<file path="src/rtl/wb_peripheral_router.sv">
// Wishbone device-side router: decodes the granted controller bus onto four peripherals,
// returns ack/data, and converts unmapped or silent accesses into a one-cycle error.
module wb_peripheral_router #(
  parameter int ADDR_WIDTH     = 28,
  parameter int TIMEOUT_CYCLES = 255
) (
  input  logic                  clk,
  input  logic                  rst,
  input  logic                  ctrl_cyc_i,
  input  logic                  ctrl_stb_i,
  input  logic                  ctrl_we_i,
  input  logic [3:0]            ctrl_sel_i,
  input  logic [ADDR_WIDTH-1:0] ctrl_adr_i,
  input  logic [31:0]           ctrl_dat_w_i,
  output logic                  ctrl_ack_o,
  output logic                  ctrl_err_o,
  output logic [31:0]           ctrl_dat_r_o,
  output logic [3:0]            dev_cyc_o,
  output logic [3:0]            dev_stb_o,
  output logic                  dev_we_o,
  output logic [3:0]            dev_sel_o,
  output logic [ADDR_WIDTH-5:0] dev_adr_o,
  output logic [31:0]           dev_dat_w_o,
  input  logic [3:0]            dev_ack_i,
  input  logic [127:0]          dev_dat_r_i
);

  typedef enum logic [1:0] {IDLE, ACTIVE, ERROR} state_t;

  localparam logic [7:0] TIMEOUT = 8'(TIMEOUT_CYCLES);

  state_t     state_q, state_d;
  logic [1:0] idx_q, idx_d;
  logic [7:0] timer_q, timer_d;

  logic       req;
  logic [3:0] req_idx;
  logic       sel_ack;
  logic       timed_out;

  assign req       = ctrl_cyc_i & ctrl_stb_i;
  assign req_idx   = ctrl_adr_i[ADDR_WIDTH-1 -: 4];
  assign sel_ack   = dev_ack_i[idx_q];
  assign timed_out = (timer_q == TIMEOUT);

  assign dev_we_o    = ctrl_we_i;
  assign dev_sel_o   = ctrl_sel_i;
  assign dev_adr_o   = ctrl_adr_i[ADDR_WIDTH-5:0];
  assign dev_dat_w_o = ctrl_dat_w_i;

  always_ff @(posedge clk) begin
    if (rst) begin
      state_q <= IDLE;
      idx_q   <= 2'd0;
      timer_q <= 8'd0;
    end else begin
      state_q <= state_d;
      idx_q   <= idx_d;
      timer_q <= timer_d;
    end
  end

  // Only indices 0..3 reach ACTIVE, so two index bits are enough to steer the mux.
  always_comb begin
    state_d = state_q;
    idx_d   = idx_q;
    timer_d = timer_q;
    case (state_q)
      IDLE: begin
        if (req) begin
          idx_d   = req_idx[1:0];
          timer_d = 8'd0;
          state_d = (req_idx < 4'd4) ? ACTIVE : ERROR;
        end
      end
      ACTIVE: begin
        if (!ctrl_cyc_i || sel_ack || timed_out) state_d = IDLE;
        else                                   timer_d = timer_q + 8'd1;
      end
      ERROR:   state_d = IDLE;
      default: state_d = IDLE;
    endcase
  end

  // Ack/err are suppressed while rst is high so a reset never completes a transfer.
  always_comb begin
    ctrl_ack_o   = 1'b0;
    ctrl_err_o   = 1'b0;
    ctrl_dat_r_o = 32'd0;
    dev_cyc_o    = 4'd0;
    dev_stb_o    = 4'd0;
    case (state_q)
      ACTIVE: begin
        if (ctrl_cyc_i) begin
          if (sel_ack || !timed_out) begin
            dev_cyc_o = ctrl_stb_i ? (4'b0001 << idx_q) : 4'd0;
            dev_stb_o = dev_cyc_o;
          end
          if (sel_ack) begin
            ctrl_ack_o = !rst;
            if (!rst) ctrl_dat_r_o = dev_dat_r_i[{idx_q, 5'd0} +: 32];
          end else if (timed_out) begin
            ctrl_err_o = !rst;
          end
        end
      end
      ERROR:   ctrl_err_o = ctrl_cyc_i & !rst;
      default: ;
    endcase
  end

endmodule

</file>
<file path="config.mk">
export PLATFORM = sky130hd
export DESIGN_NAME = wb_peripheral_router
export DESIGN_NICKNAME = d
export VERILOG_FILES = /design/src/rtl/wb_peripheral_router.sv
export SDC_FILE = /design/constraint.sdc
export NUM_CORES = 1
export LEC_CHECK = 0
export BUFFER_PORTS_ARGS = -buffer_cell sky130_fd_sc_hd__buf_2
export CAP_MARGIN = 5
export CORE_AREA = 2 2 118 120
export CTS_CLUSTER_SIZE = 10
export DETAILED_ROUTE_END_ITERATION = 6
export DIE_AREA = 0 0 120 122
export GPL_TIMING_DRIVEN = 0
export SLEW_MARGIN = 5
export SYNTH_ARGS = -nofsm -noshare
export SYNTH_HDL_FRONTEND = slang
export SYNTH_SLANG_ARGS = --single-unit
export TNS_END_PERCENT = 10
</file>
<file path="constraint.sdc">
create_clock -name clk -period 3.8 [get_ports clk]
set_input_delay 0.19 -clock clk [delete_from_list [all_inputs] [get_ports clk]]
set_output_delay 0.19 -clock clk [all_outputs]
set_load 0.05 [all_outputs]
</file>
==> results.sh <==
export IMPL_outcome="completed"
export IMPL_share_of_the_synthesized_area_in_the_top_cell_type_pct=31.9
export IMPL_p_clk_share_pct=29.3
export IMPL_chipHeight_um=122
export IMPL_tightest_slew_ns=0.825
export IMPL_num_rows=43
export IMPL_power_switching_share_pct=38.1
export IMPL_routability_congestion=0.747
export IMPL_synth_top_cells_by_area="sky130_fd_sc_hd__mux4_2 32%, sky130_fd_sc_hd__buf_4 22%, sky130_fd_sc_hd__dfxtp_1 11%"
export IMPL_async_flop_share_pct=0
export IMPL_power_sequential_fraction_pct=17.1
export IMPL_most_common_layout_cells="242 x sky130_fd_sc_hd__buf_2, 65 x sky130_fd_sc_hd__buf_4, 34 x sky130_fd_sc_hd__and3_1"
export IMPL_cellInternalPower_mw=0.467
export IMPL_power_density_cell_area_nw_per_um2=199
export IMPL_dpl_worst_slack_ns=1.18
export IMPL_syn_inst=241
export IMPL_comb_power_share_pct=53.6
export IMPL_grt_pass1_vias=2551
export IMPL_path_buf_inv=3
export IMPL_cells_along_the_critical_path="clkbuf_1 -> mux4_2 -> nand3b_1 -> nand4_1 -> nor3_1 -> buf_4 -> buf_2"
export IMPL_crit_reg2reg_capture="timer_q[1]"
export IMPL_placed_area_um2=3690
export IMPL_cp_required_ns=3.61
export IMPL_static_leakage_nw=2.02
export IMPL_holdBufCountCts=0
export IMPL_worst_setup_path_type="reg2out"
export IMPL_clock_tree_buffer_depth=2
export IMPL_number_of_buffers_created_by_cts=3
export IMPL_area_growth_synth_to_final_pct=67.8
export IMPL_core_area_um2=13500
export IMPL_antenna_violating_nets_post_route=0
export IMPL_worstHoldEndpoint="idx_q[0]"
export IMPL_antenna_found_initial=4
export IMPL_critical_path_cell_count=7
export IMPL_drt_first_pass_iters=4
export IMPL_cts_num_sinks=12
export IMPL_avgRoutedWirePerCell_um=15.3
export IMPL_critPathTopFamily="buffers and inverters"
export IMPL_fin_total_pwr_mw=0.755
export IMPL_critPathLaunchType="flip-flop"
export IMPL_power_ir_vdd_worst_mv=0.191
export IMPL_die_w_um=120
export IMPL_grt_usage_pct=12.5
export IMPL_synth_seq_area_share_pct=10.6
export IMPL_clock_root_buffer="sky130_fd_sc_hd__clkbuf_16"
export IMPL_yosysUniqueCellTypes=32
export IMPL_place_hpwl_um=8880
export IMPL_ys_flop_type="sky130_fd_sc_hd__dfxtp_1"
export IMPL_die_area_um2=14600
export IMPL_r2r_cells=6
export IMPL_critPathCaptureType="output port"
export IMPL_share_of_the_clock_period_used_by_the_worst_path_after_layout_pct=74.3
export IMPL_worstSkewPairLatency_ns=0.25
export IMPL_route_vias_total=2768
export IMPL_grt_max_degree=11
export IMPL_drt_iter0_markers=78
export IMPL_hold_start="ctrl_adr_i[24]"
export IMPL_final_cell_area_um2=3790
export IMPL_grt_setup_unrepaired="false"
export IMPL_grt_pass1_wl_um=14200
export IMPL_synth_enable_flop_cells=0
export IMPL_clock_tree_htree_level_count=1
export IMPL_fin_crit_ns=2.82
export IMPL_final_max_slew_violation_count=0
export IMPL_drive_gt1_share_pct=71.0
export IMPL_setup_viol=0
export IMPL_cts_resized=0
export IMPL_hold_crit_depth=3
export IMPL_vias_per_cell=4.14
export IMPL_average_cell_area_after_synthesis_um2=9.37
export IMPL_setup_reg_to_reg_worst_slack_ns=1.29
export IMPL_cts_post_setup_buffers_inserted=0
export IMPL_postSynthNetCount=446
export IMPL_design_portCount=304
export IMPL_switching_power_mw=0.288
export IMPL_layout_commonest_cell="sky130_fd_sc_hd__buf_2"
export IMPL_fin_setup_tns_ns=0
export IMPL_r2r_start="idx_q[1]"
export IMPL_fmaxAchievable_mhz=354
export IMPL_final_number_of_hold_violating_endpoints=0
export IMPL_synth_seq_cells=12
export IMPL_post_route_worst_setup_slack_ns=0.978
export IMPL_path_max_fanout=10
export IMPL_max_cap_violations=0
export IMPL_fin_worst_skew_ns=0.00450
export IMPL_slew_headroom_pct=45.0
export IMPL_initial_utilization_pct=16.7
export IMPL_grt_overflow_total=0
export IMPL_post_synth_top_area_cell="sky130_fd_sc_hd__mux4_2"
export IMPL_worst_endpoint_arrival_ns=2.63
export IMPL_cts_reportedPaths_clkPinSlew_ns=0.04
export IMPL_cts_tree="yes"
export IMPL_number_of_warnings_reported_in_the_yosys_synthesis_log=0
export IMPL_crit_path_top_delay_cell="sky130_fd_sc_hd__clkbuf_1"
export IMPL_synth_area_um2=2260
export IMPL_nNetsFinal=693
export IMPL_wirelength_um=10200
export IMPL_place_port_buffers=242
export IMPL_holdCritPathClass="in2reg"
export IMPL_route_detailed_drc=0
export IMPL_cpPeakStageDelay_ns=0.54
-- worst min-delay path: stages --
cell and delay [ns]:
sky130_fd_sc_hd__buf_2 0.08, sky130_fd_sc_hd__a21oi_1 0.05, sky130_fd_sc_hd__nor2_1 0.07
-- worst max path at each step --
| stage | slack [ns] | from | end |
|---|---|---|---|
| floorplan | 0.94 | idx_q[1] | dev_stb_o[2] |
| global placement | 1.20 | idx_q[1] | dev_stb_o[0] |
| detailed placement | 1.18 | idx_q[1] | dev_stb_o[3] |
| CTS | 0.90 | idx_q[1] | dev_stb_o[3] |
| global route | 0.75 | idx_q[1] | dev_stb_o[0] |
| finish | 0.98 | idx_q[1] | dev_stb_o[3] |
-- through the flow --
| stage | util [%] | cells | hold slack, ns |
|---|---|---|---|
| final | 28.1 | 669 | 0.177 |
| after global placement | 27.4 | 663 | 0.432 |
| after CTS | 28.0 | 667 | 0.174 |
| after global routing | 28.0 | 667 | 0.192 |
| after floorplan | - | 241 | 0.329 |
| after detailed placement | 27.4 | 663 | 0.424 |
-- power by group through the flow --
stage          registers [mW]  logic, mW  clock network, mW
6_report                0.129      0.404              0.221
5_1_grt                 0.130      0.433              0.228
3_5_place_dp            0.132      0.407                  0
3_3_place_gp            0.132      0.405                  0
2_1_floorplan           0.132      0.280                  0
4_1_cts                 0.129      0.408              0.222
-- metal layers --
layer / vias up / GRT usage [%] / part of all wire (%)
met4: 2 / 1.54 / 0.39
met2: 141 / 21.8 / 50
met1: 1272 / 15.9 / 40
met3: 8 / 3.51 / 9.8
met5: - / 0 / 0.13
li1: 1345 / - / -
-- state kept, by name, summed over array words and instances (netlist names) --
signal and cells:
idx_q 2, timer_q 8, state_q 2
-- layout make-up --
type / count / area [um2]
multi-input combinational: 139 / 1420
timing repair buffer: 242 / 1210
sequential: 12 / 240
buffer: 83 / 571
antenna: 2 / 5.00
fill: 1465 / 9720
tap: 180 / 225
inverter: 7 / 26.3
clock buffer: 4 / 88.8
-- cell usage after synthesis, types with 3 or more instances --
| cell type | instances |
|---|---|
| sky130_fd_sc_hd__ha_1 | 4 |
| sky130_fd_sc_hd__or3_1 | 3 |
| sky130_fd_sc_hd__clkbuf_1 | 12 |
| sky130_fd_sc_hd__a221oi_1 | 6 |
| sky130_fd_sc_hd__o32ai_1 | 3 |
| sky130_fd_sc_hd__a21oi_1 | 5 |
| sky130_fd_sc_hd__buf_4 | 65 |
| sky130_fd_sc_hd__and3_1 | 34 |
| sky130_fd_sc_hd__nand2b_1 | 9 |
| sky130_fd_sc_hd__nand2_1 | 7 |
| sky130_fd_sc_hd__dfxtp_1 | 12 |
| sky130_fd_sc_hd__nand3_1 | 4 |
| sky130_fd_sc_hd__mux4_2 | 32 |
| sky130_fd_sc_hd__inv_1 | 7 |
| sky130_fd_sc_hd__o21ai_0 | 6 |
| sky130_fd_sc_hd__nor3_1 | 4 |
| sky130_fd_sc_hd__nor2_1 | 6 |
| sky130_fd_sc_hd__buf_1 | 4 |
-- logic make-up after synthesis --
| family | count (synthesis) | synth area share (%) |
|---|---|---|
| AOI/OAI and AO/OA | 27 | 8.42 |
| adders and majority gates | 4 | 2.22 |
| buffers and inverters | 90 | 26.4 |
| DFF | 12 | 10.6 |
| muxes | 33 | 33.1 |
| and+or+nand+nor | 75 | 19.2 |
(Power assumes the default switching activity.)
